`config.mk`:
```
export PLATFORM = sky130hd
export DESIGN_NAME = inst_queue
export DESIGN_NICKNAME = d
export VERILOG_FILES = /design/src/rtl/inst_queue.sv
export SDC_FILE = /design/constraint.sdc
export NUM_CORES = 2
export LEC_CHECK = 0
export ABC_AREA = 1
export CAP_MARGIN = 20
export CORE_UTILIZATION = 30
export DETAILED_ROUTE_END_ITERATION = 8
export PLACE_DENSITY = 0.5
export SETUP_SLACK_MARGIN = 0.1
export SLEW_MARGIN = 0
export SYNTH_ARGS = -nofsm -noshare
export SYNTH_HDL_FRONTEND = slang
export SYNTH_SLANG_ARGS = --single-unit
```
`constraint.sdc`:
```
create_clock -name clk -period 40.5 [get_ports clk]
set_input_delay 4.05 -clock clk [delete_from_list [all_inputs] [get_ports clk]]
set_output_delay 4.05 -clock clk [all_outputs]
set_load 0.03 [all_outputs]
```
`src/rtl/inst_queue.sv`:
```
// inst_queue: fetch-to-decode FIFO, N_FETCH words in / N_ISSUE out per cycle; 1-cycle latency, push_ready from registered count only.
// Define INST_QUEUE_BYPASS_EN to forward pushes to decode in the same cycle when empty (0-cycle latency; flush disables it).
module inst_queue #(
  parameter int DEPTH      = 16,
  parameter int N_FETCH    = 2,
  parameter int N_ISSUE    = 2,
  parameter int DATA_WIDTH = 64
) (
  input  logic                            clk,
  input  logic                            rst,
  input  logic                            flush,
  input  logic [N_FETCH-1:0]              push_valid,
  input  logic [N_FETCH*DATA_WIDTH-1:0]   push_data,
  output logic                            push_ready,
  output logic [N_ISSUE-1:0]              pop_valid,
  output logic [N_ISSUE*DATA_WIDTH-1:0]   pop_data,
  input  logic [$clog2(N_ISSUE+1)-1:0]    pop_num,
  output logic [$clog2(DEPTH+1)-1:0]      count,
  output logic                            empty,
  output logic                            full
);
  localparam int PW = $clog2(DEPTH);
  localparam int CW = $clog2(DEPTH+1);

  logic [PW-1:0]         head_q, head_d;
  logic [PW-1:0]         tail_q, tail_d;
  logic [CW-1:0]         count_q, count_d;
  logic [DATA_WIDTH-1:0] mem_q [DEPTH];
  logic [DATA_WIDTH-1:0] mem_d [DEPTH];

  logic          push_fire;
  logic          byp;
  logic [CW-1:0] n_push;
  logic [CW-1:0] n_avail;
  logic [CW-1:0] n_pop;
  logic [CW-1:0] n_skip;

  assign push_ready = (count_q <= CW'(DEPTH - N_FETCH));
  assign push_fire  = push_ready && push_valid[0] && !flush;

  always_comb begin
    n_push = '0;
    for (int i = 0; i < N_FETCH; i++) begin
      if (push_fire && push_valid[i]) n_push = n_push + CW'(1);
    end
  end

`ifdef INST_QUEUE_BYPASS_EN
  assign byp = push_fire && (count_q == '0);
`else
  assign byp = 1'b0;
`endif

  // Words visible to decode this cycle; pop_num beyond this is clamped.
  assign n_avail = byp ? n_push : count_q;
  assign n_pop   = (CW'(pop_num) > n_avail) ? n_avail : CW'(pop_num);
  assign n_skip  = byp ? n_pop : '0;

  always_comb begin
    head_d  = head_q;
    tail_d  = tail_q;
    count_d = count_q;
    mem_d   = mem_q;
    if (flush) begin
      head_d  = '0;
      tail_d  = '0;
      count_d = '0;
    end else begin
      // Forwarded-and-consumed lanes are skipped; the rest pack from tail (== head when bypassing).
      for (int i = 0; i < N_FETCH; i++) begin
        if (push_fire && push_valid[i] && (CW'(i) >= n_skip))
          mem_d[tail_q + PW'(i) - PW'(n_skip)] = push_data[i*DATA_WIDTH +: DATA_WIDTH];
      end
      head_d  = byp ? head_q : head_q + PW'(n_pop);
      tail_d  = tail_q + PW'(n_push) - PW'(n_skip);
      count_d = count_q + n_push - n_pop;
    end
  end

  always_ff @(posedge clk) begin
    if (!rst) begin
      head_q  <= '0;
      tail_q  <= '0;
      count_q <= '0;
    end else begin
      head_q  <= head_d;
      tail_q  <= tail_d;
      count_q <= count_d;
    end
  end

  always_ff @(posedge clk) begin
    mem_q <= mem_d;
  end

  for (genvar g = 0; g < N_ISSUE; g++) begin : g_pop
    logic [DATA_WIDTH-1:0] stored;
    assign stored       = mem_q[head_q + PW'(g)];
    assign pop_valid[g] = (n_avail > CW'(g));
    if (g < N_FETCH) begin : g_fwd
      assign pop_data[g*DATA_WIDTH +: DATA_WIDTH] =
        byp ? push_data[g*DATA_WIDTH +: DATA_WIDTH] : stored;
    end else begin : g_mem
      assign pop_data[g*DATA_WIDTH +: DATA_WIDTH] = stored;
    end
  end

  assign count = count_q;
  assign empty = (count_q == '0);
  assign full  = (count_q == CW'(DEPTH));

endmodule

```
==> results.md <==
* Commonest non-fill, non-tap cells in the layout: 4710 x nand2_1, 1669 x nand3_1, 1311 x inv_1
* RSZ-0062 raised after global routing: false
* Detail Route Antenna Nets at 0
* NetSw at 2.33 mW
* DRC errors left at 0
* GRT busiest layer: met2
* Setup Buffers After CTS at 0
* CTS Hold Buffers Added at 0
* GP Congestion at roughly 0.85
* Syn nets at 13000
* Pin count of the biggest net entering global routing at 312
* Seq/Total Area, Yosys at 37.4%
* DRT Wirelength at 437 mm
* Max VDD drop at 0.0915 mV
* Design internal power at 2.69 mW
* Min Tclk post-route at 10.29 ns
* Switching Fraction at a little under half
* Routed length per instance at 27.2 µm
* Netlist cell types at 35
* Via count at 90500
* CP Data Required Time at between 30 and 40 ns
* Status: finished, final reports clean
* Top Ports at between 200 and 300
* Register bit total from synthesis at 1037
* Max frequency at approximately 0.097 GHz
* Vias per cell at 5.64
* Die area at 278000 µm²
* Dpl cells at 15800
* Initial Util at 30.2%
* CP max-delay cell: dfxtp_4
* Met1 usage at 40.9%
* Synthesized area per cell at 6.46 µm²
* Final Util at 33.3%
* Combinational Power Share at 47.2%
* Port-buffer cells at 272
* Cell count after synthesis at roughly 13000
* Overall routing resource usage at 30.1%
* Post-CTS resize count at 0
* Root buffer cell: clkbuf_16
* Slew Limit Headroom at 15.6%
* Post-Layout Cell Count at 16100
* CP Launch Type: flop
* Critical path class: reg2out
* H-tree depth at 4
* Met2 Use GR at 45.5%
* Hold Slack at about 0.64 ns
* Crit path DAT at 6.24 ns
* Clk Latency, worst-skew pair at 0.85 ns
* Seq pwr share at 27.6%
* Worst min path class: reg2reg
* Layout Nets at 12400
* Crit path max-delay family: buffers and inverters
* CP Buf/Inv Count at 4
* Clk pwr share at 25.2%
* Vias in the first global route at 80100
* Final worst-path cycle share at around a quarter
* DPL Wire Length at 230 mm
* Antenna violations before repair at 34
* Rows at 192
* CTS Buf Count at 148
* Final Hold Fails at 0
* CP Cell Sequence: buf_12, ha_4, inv_8, buf_4, a21oi_1, o21ai_0, nand3_1, nand2_1, clkdlybuf4s50_1
* Synth Cell Area at roughly 83000 µm²
* Clock Sinks at 1037
* Share of layout cells above drive strength 1 at 3.52%
* Core Box Area at 274000 µm²
* Slew @ Worst Pin at 1.27 ns
* Leak at 41.1 nW
* Clk slew on worst S/H paths at 0.06 ns
* Critical Path Fanout Max at around 140
* Most common cell after layout, fill and taps aside: nand2_1
* Chip height at 527 µm
* Max clock buf depth at 4
* First-pass GRT wire length at 610 mm
* Synth-to-layout area growth at 10.2%
* Remaining global-route overflow at 0
* Max incr delay on CP at 1.00 ns
* Chip width at 527 µm
* Setup Skew at 0.0527 ns
* Drt first pass iters at 8
* Slew Viols, Final at 0
* M3 GR Usage at 6.25%
* Synth warnings at 0
* Max-cap violations at 0
* DRT iter0 DRCs at 13600
* CP Capture Type: output port
* Pwr Total at around 5 mW
* Setup TNS at 0 ns
* Power per Cell Area at 55.0 nW/µm²
* Number of setup violations in the final report at 0
* CTS tree: built
-- synth_stat cells --
| library cell | number | share of area, % |
|---|---|---|
| buf_1 | 101 | 0.46 |
| clkbuf_2 | 4 | 0.024 |
| nor3_1 | 2 | 0.012 |
| nor2_4 | 1 | 0.014 |
| buf_4 | 55 | 0.50 |
| nand2_1 | 4714 | 21 |
| ha_1 | 14 | 0.21 |
| a21oi_1 | 513 | 3.1 |
| nand3_2 | 10 | 0.12 |
| clkinv_1 | 27 | 0.12 |
| nand3b_1 | 2 | 0.018 |
| buf_6 | 3 | 0.041 |
| a21o_1 | 1 | 0.0091 |
| buf_2 | 468 | 2.8 |
| nand3_1 | 1675 | 10 |
| xnor2_1 | 2 | 0.021 |
| o211ai_1 | 257 | 2.3 |
| fa_1 | 4 | 0.097 |
| o21ai_1 | 37 | 0.22 |
| edfxtp_1 | 1024 | 37 |
| a31oi_1 | 1 | 0.0076 |
| nand2_4 | 1 | 0.014 |
| nand4_1 | 681 | 5.1 |
| nor3_4 | 1 | 0.020 |
| o21ai_0 | 765 | 4.6 |
| nand2_2 | 1 | 0.0076 |
| clkbuf_1 | 550 | 2.5 |
| nor2_2 | 9 | 0.068 |
| inv_1 | 1316 | 6.0 |
| nor2_8 | 1 | 0.024 |
| xor2_1 | 4 | 0.042 |
| inv_2 | 22 | 0.10 |
| nor2_1 | 540 | 2.4 |
| conb_1 | 1 | 0.0045 |
| dfxtp_1 | 13 | 0.31 |
-- sequential cells by signal, summed over array words and instances, names as in the netlist --
signal,cells
count,5
head_q,4
mem_q,1024
tail_q,4
-- final cells by class --
| cell class | count | area [µm²] |
|---|---|---|
| sequential | 1037 | 31000 |
| tap | 3686 | 4610 |
| inverter | 1365 | 5230 |
| multi-input combinational | 9237 | 41800 |
| fill | 30000 | 183000 |
| clock buffer | 181 | 3910 |
| clock inverter | 73 | 429 |
| timing repair buffer | 455 | 4280 |
| antenna | 17 | 42.5 |
-- stage by stage --
stage / instance area [µm²] / worst slack (ns)
6_report: 91300 / 30.21
5_1_grt: 91300 / 29.87
4_1_cts: 91200 / 30.25
3_5_place_dp: 86900 / 31.02
3_3_place_gp: 86900 / 31.05
2_1_floorplan: 82800 / 9.21
-- worst paths after layout --
check,startpoint,end,slack (ns),cells after the start
worst max-delay path,head_q[1],pop_data[83],30.21,9
worst min-delay path,mem_q[904],mem_q[904],0.64,4
worst max register to register,count[0],mem_q[788],35.06,12
worst min register to register,mem_q[904],mem_q[904],0.64,4
-- kinds of logic after synthesis --
logic type                 after synthesis  synth area share (%)
AOI/OAI and AO/OA                     1574                  10.3
xor gates and xnor gates                 6                0.0634
adders and majority gates               18                 0.308
buffers and inverters                 2546                  12.5
DFF                                   1037                  37.4
other                                    1               0.00453
and+or+nand+nor                       7638                  39.4
-- worst min-delay path: cells and delay by family, from the launching register on --
| family | cells | cell delay, ns |
|---|---|---|
| buffers and inverters | 1 | 0.04 |
| DFF | 1 | 0.34 |
| and+or+nand+nor | 3 | 0.16 |
-- per-layer routing --
layer,wire length [µm],share of wire [%]
met4,22100,5.1
met1,176000,40
met2,186000,43
met3,52100,12
met5,115,0.026
-- power by group through the flow --
stage,clock network [mW],logic (mW),registers (mW)
after CTS,1.27,2.33,1.38
after floorplan,0,1.54,1.41
final,1.27,2.37,1.39
after global placement,0,2.32,1.41
after global routing,1.30,2.54,1.40
after detailed placement,0,2.32,1.41
Power figures use the tool's default switching activity.
